$ cat src/rtl/hpdcache_pkg.sv
// Shared cache package: elaboration-time helpers used across cache sub-blocks.
package hpdcache_pkg;

   // Width of a binary index selecting one of n items; never narrower than 1 bit.
   function automatic int hpdcache_idxw(input int n);
      return (n <= 1) ? 1 : $clog2(n);
   endfunction

endpackage

$ cat src/rtl/hpdcache_1hot_to_binary.sv
// One-hot to binary index encoder; an all-zero input yields index 0.
module hpdcache_1hot_to_binary #(
   parameter int N    = 4,
   parameter int IDXW = 2
) (
   input  logic [N-1:0]    i_onehot,
   output logic [IDXW-1:0] o_idx
);

   always_comb begin
      o_idx = '0;
      for (int i = 0; i < N; i++) begin
         if (i_onehot[i]) o_idx = o_idx | IDXW'(i);
      end
   end

endmodule

$ cat src/rtl/hpdcache_wrrarb.sv
// Weighted round-robin arbiter: a winner keeps the grant for up to weight
// consecutive accepted beats; the grant is frozen while the consumer stalls.
module hpdcache_wrrarb
   import hpdcache_pkg::*;
#(
   parameter int N    = 4,
   parameter int WW   = 4,
   parameter int IDXW = hpdcache_idxw(N)
) (
   input  logic            clk_i,
   input  logic            rst_i,
   input  logic [N-1:0]    req_i,
   input  logic [N*WW-1:0] weight_i,
   input  logic            ready_i,
   output logic [N-1:0]    gnt_o,
   output logic [IDXW-1:0] gnt_idx_o,
   output logic            valid_o
);

   if (N < 1) begin : g_bad_n
      $error("hpdcache_wrrarb: N must be >= 1");
   end

   logic [N-1:0]  r_gnt_q;
   logic          r_wait_q;
   logic [WW-1:0] r_credit_q;
   logic          r_sticky_q;

   logic [N-1:0]  w_mask, w_req_m, w_pick_m, w_pick_a, w_rr_gnt, w_gnt;
   logic          w_hold, w_accept, w_cont;
   logic [WW-1:0] w_wsel, w_w;

   // Bits strictly above the last winner; reset state (MSB) masks everything.
   assign w_mask   = ~(r_gnt_q | (r_gnt_q - N'(1)));
   assign w_req_m  = req_i & w_mask;
   // Lowest-set-bit isolation acts as the priority one-hot encoder.
   assign w_pick_m = w_req_m & (~w_req_m + N'(1));
   assign w_pick_a = req_i & (~req_i + N'(1));
   assign w_rr_gnt = (|w_req_m) ? w_pick_m : w_pick_a;

   assign w_hold   = r_sticky_q & (|(req_i & r_gnt_q));
   assign w_gnt    = w_hold ? r_gnt_q : w_rr_gnt;
   assign gnt_o    = r_wait_q ? r_gnt_q : w_gnt;
   assign valid_o  = |gnt_o;
   assign w_accept = valid_o & ready_i;
   assign w_cont   = (gnt_o == r_gnt_q) & r_sticky_q;

   always_comb begin
      w_wsel = '0;
      for (int k = 0; k < N; k++) begin
         if (gnt_o[k]) w_wsel = w_wsel | weight_i[k*WW +: WW];
      end
   end
   assign w_w = (w_wsel == '0) ? WW'(1) : w_wsel;

   hpdcache_1hot_to_binary #(.N(N), .IDXW(IDXW)) u_idx (
      .i_onehot (gnt_o),
      .o_idx    (gnt_idx_o)
   );

   always_ff @(posedge clk_i or posedge rst_i) begin
      if (rst_i) begin
         r_gnt_q    <= N'(1) << (N - 1);
         r_wait_q   <= 1'b0;
         r_credit_q <= '0;
         r_sticky_q <= 1'b0;
      end else begin
         r_wait_q <= ~ready_i & (r_wait_q | (|req_i));
         if (!r_wait_q && (|req_i)) r_gnt_q <= w_gnt;
         if (w_accept) begin
            if (w_cont) begin
               r_credit_q <= r_credit_q - WW'(1);
               r_sticky_q <= (r_credit_q > WW'(1));
            end else begin
               r_credit_q <= w_w - WW'(1);
               r_sticky_q <= (w_w > WW'(1));
            end
         end
      end
   end

`ifndef SYNTHESIS
   a_gnt_onehot0 : assert property (@(posedge clk_i) disable iff (rst_i) $onehot0(gnt_o));
   a_gntq_onehot : assert property (@(posedge clk_i) disable iff (rst_i) $onehot(r_gnt_q));
   a_wait_stable : assert property (@(posedge clk_i) disable iff (rst_i) r_wait_q |-> $stable(gnt_o));
   a_gnt_subset  : assert property (@(posedge clk_i) disable iff (rst_i)
                                    !r_wait_q |-> ((gnt_o & ~req_i) == '0));
   a_no_withdraw : assert property (@(posedge clk_i) disable iff (rst_i)
                                    r_wait_q |-> (|(req_i & r_gnt_q)));
`endif

endmodule
$ cat config.mk
export PLATFORM = sky130hd
export DESIGN_NAME = hpdcache_wrrarb
export DESIGN_NICKNAME = d
export VERILOG_FILES = /design/src/rtl/hpdcache_pkg.sv /design/src/rtl/hpdcache_1hot_to_binary.sv /design/src/rtl/hpdcache_wrrarb.sv
export SDC_FILE = /design/constraint.sdc
export NUM_CORES = 1
export LEC_CHECK = 0
export CAP_MARGIN = 10
export CORE_ASPECT_RATIO = 0.5
export CORE_UTILIZATION = 30
export DETAILED_ROUTE_END_ITERATION = 12
export DONT_BUFFER_PORTS = 1
export MAX_ROUTING_LAYER = met4
export SKIP_CTS_REPAIR_TIMING = 1
export SLEW_MARGIN = 20
export SYNTH_ARGS = -nofsm -noshare
export SYNTH_HDL_FRONTEND = slang
export SYNTH_SLANG_ARGS = --single-unit
export TNS_END_PERCENT = 20
$ cat constraint.sdc
create_clock -name clk_i -period 3.78 [get_ports clk_i]
set_input_delay 0.378 -clock clk_i [delete_from_list [all_inputs] [get_ports clk_i]]
set_output_delay 0.378 -clock clk_i [all_outputs]
set_load 0.01 [all_outputs]
==> metrics.md <==
| Metric | Value |
|---|---|
| Status | completed |
| Sw Pwr | 538.7 uW |
| Synth top area share | between 10% and 20% |
| Worst-Skew Late Latency | about 0.24 ns |
| Synth Net Count | 161 |
| Max-capacitance violation count | 0 |
| Via density | between 5 and 6 |
| Req. time, crit path | 3.94 ns |
| RSZ-0062 raised after global routing | no |
| Synth Area in Compound Gates | 38.27% |
| Row Count | 15 |
| CP bufs+invs | 1 |
| Chip height | roughly 45 um |
| Setup crit end kind | register |
| Die area | approximately 4000 um2 |
| Starting density of the core | 32.23% |
| # diodes | 0 |
| Largest family of logic cells by synthesized area | compound AO/OA/AOI/OAI gates |
| Slew Limit Fails | 0 |
| Routability cong. | 0.8400 |
| Grt total ovfl | 0 |
| Post-synth top flop | dfrtp_1 |
| EDFF count, synth | 0 |
| Sw Ratio | 48.64% |
| Largest net degree at the start of global routing | 14 |
| Worst vdd ir | 0.2158 mV |
| Crit path DAT | between 3 and 4 ns |
| TNS Setup | 0 ns |
| Crit path max-delay family | compound AO/OA/AOI/OAI gates |
| Initial DRC Count | 110 |
| Vias in the first global route | 922 |
| Setup Skew | between 0.002 and 0.0025 ns |
| Worst-path cell chain | a222oi_1, a21oi_2, or2_4, a21o_4, a211oi_2, nand2_1, o21bai_2, inv_1, ha_1, o21ai_0, nor3b_1, o22ai_1 |
| DRC Markers | 0 |
| HPWL after detailed placement | approximately 2100 um |
| Max H-tree Level | 1 |
| Hold Path Class | in -> async |
| Crit path kind | reg -> reg |
| Placeable Area | roughly 3500 um2 |
| First-pass GRT wire length | roughly 4400 um |
| Clock Power Share | approximately an eighth |
| Gate Count Post-Synth | about 130 |
| Initial antenna violation count | 0 |
| Synthesis Warnings | 0 |
| Die Width | a little under 90 um |
| DR pass1 iterations | 4 |
| Tcrit/Tclk final | 83.15% |
| Clock Sinks | 10 |
| Max_slew headroom | about three fifths |
| Detailed Route WL | ~2700 um |
| I/O pin cnt | 30 |
| Final Hold Slack | 0.004331 ns |
| Int Pwr | roughly 570 uW |
| Clock Pin Slew Worst Setup and Hold Paths | ~0.05 ns |
| Fin nets | ~160 |
| Distinct cell type count after synthesis | 56 |
| Pwr per Cell Area | ~900 nW/um2 |
| Top cells by area, synth | dfrtp_1, ha_1, o21ai_0, nand2_1, inv_1 |
| Synthesized area | between 1000 and 1500 um2 |
| Worst-Margin Slew | 0.5756 ns |
| Startpoint Class | register |
| Async SR Flop Fraction | 100.0% |
| Area Overhead vs Synth | 5.752% |
| Comb pwr share | approximately two thirds |
| Fmax | 318.1 MHz |
| Synth area leader | dfrtp_1 |
| Simple-gate share of the synthesized area | between 20 and 25% |
| #FFs+latches synth | 10 |
| CP peak stage delay | roughly 0.53 ns |
| ANT nets after route | 0 |
| Most frequent cells after synthesis | nand2_1, inv_1, o21ai_0, dfrtp_1, nor2_1 |
| Crit path max fanout | 12 |
| Hold Fails Final Rpt | 0 |
| Synth Area in XOR/XNOR | less than 1% |
| Fraction of layout cells with a size suffix above 1 | just under 20% |
| CTS root buf | clkbuf_8 |
| Post-Syn Area per Cell | 8.441 um2 |
| DR WL/cell | roughly 15 um |
| CTS Buf Count | 3 |
| Setup-failing EPs final | 0 |
| Clock buffer depth | 2 |
| Total global routing track utilization | roughly 15% |
| Seq/Total Area, Yosys | 22.23% |
| Via count | around 1000 |
| CTS tree | yes |
| Top-count cell post-synth | nand2_1 |
| Mux cell area share after synthesis | under 10% |
| Leakage dissipation | approximately 0.50 nW |
| Min Tclk post-route | ~3.1 ns |
| Sequential share of power | 21.4% |
| Port Buffers | 0 |
| Area share of fa/ha/maj cells after synthesis | under 10% |
| Crit-path slowest cell | a222oi_1 |
path summary, 6_finish.rpt:
kind                                              from                   endpoint  slack (ns)  depth (start not counted)
worst max-delay path            r_gnt_q[0]$_DFFE_PP0P_     r_sticky_q$_DFFE_PP0P_        0.64                         12
worst min-delay path                             rst_i  r_credit_q[3]$_DFFE_PP0P_       0.004                          1
worst max register to register  r_gnt_q[0]$_DFFE_PP0P_     r_sticky_q$_DFFE_PP0P_        0.64                         12
worst min register to register  r_gnt_q[3]$_DFFE_PP1P_     r_gnt_q[3]$_DFFE_PP1P_        0.56                          2
max in group asynchronous                        rst_i     r_gnt_q[3]$_DFFE_PP1P_        3.46                          1
min in group clk_i                             ready_i         r_wait_q$_DFF_PP0_        0.20                          1
cell type report:
type                       count  area (um2)
clock buffer                   4       55.05
fill                         375        2313
inverter                      12       45.04
multi-input combinational    106       773.2
sequential                    10       251.5
tap                           51       63.81
timing repair buffer           1       7.507
placed cells by master, fill, tap and decap left out, types with 3 or more instances in the layout:
cell type	synthesis	final
a21o_1	3	3
o22ai_1	6	6
ha_1	4	4
mux2i_1	3	3
inv_1	12	12
nand2_1	13	13
dfrtp_1	9	9
a22oi_1	4	4
clkbuf_8	3	4
a222oi_1	3	3
o21ai_0	10	10
nor2_1	7	7
flip-flops by register name (all words and copies together), names as in the netlist:
name and cells:
r_credit_q 4, r_gnt_q 4, r_sticky_q 1, r_wait_q 1
metrics by stage:
step	worst slack, ns	utilization (%)	std cells	power [mW]	area [um2]
after floorplan	0.9645	-	134	0.8761	1131
after global placement	0.7415	32.51	180	0.9724	1141
after detailed placement	0.6376	32.51	180	0.9783	1141
after CTS	0.6327	34.08	184	1.118	1196
after global routing	0.3648	34.08	184	1.224	1196
final	0.6368	34.08	184	1.108	1196
power groups by stage:
stage / clock network [mW] / logic [mW] / registers [mW]
2_1_floorplan: 0 / 0.683 / 0.193
3_3_place_gp: 0 / 0.734 / 0.239
3_5_place_dp: 0 / 0.740 / 0.238
4_1_cts: 0.141 / 0.741 / 0.236
5_1_grt: 0.148 / 0.827 / 0.249
6_report: 0.138 / 0.733 / 0.237
worst register-to-register path: stages, from the launching register on:
cell and delay [ns]:
dfrtp_1 0.49, a222oi_1 0.53, a21oi_2 0.21, or2_4 0.31
a21o_4 0.26, a211oi_2 0.32, nand2_1 0.12, o21bai_2 0.18
inv_1 0.07, ha_1 0.20, o21ai_0 0.16, nor3b_1 0.07
o22ai_1 0.12
routing by layer:
| layer | up-vias | track usage (%) | share of wire [%] |
|---|---|---|---|
| li1 | 511 | - | - |
| met3 | 6 | 4.710 | 5.2 |
| met4 | 0 | 4.839 | 1.8 |
| met5 | - | - | 0 |
| met2 | 29 | 23.23 | 47 |
| met1 | 489 | 19.38 | 46 |
logic make-up after synthesis:
| family | after synthesis |
|---|---|
| mux | 3 |
| compound gates | 54 |
| simple gates | 44 |
| fa+ha+maj | 4 |
| buf+inv | 18 |
| flops | 10 |
| xor+xnor | 1 |
No activity file was read; power rests on OpenSTA's default activity.
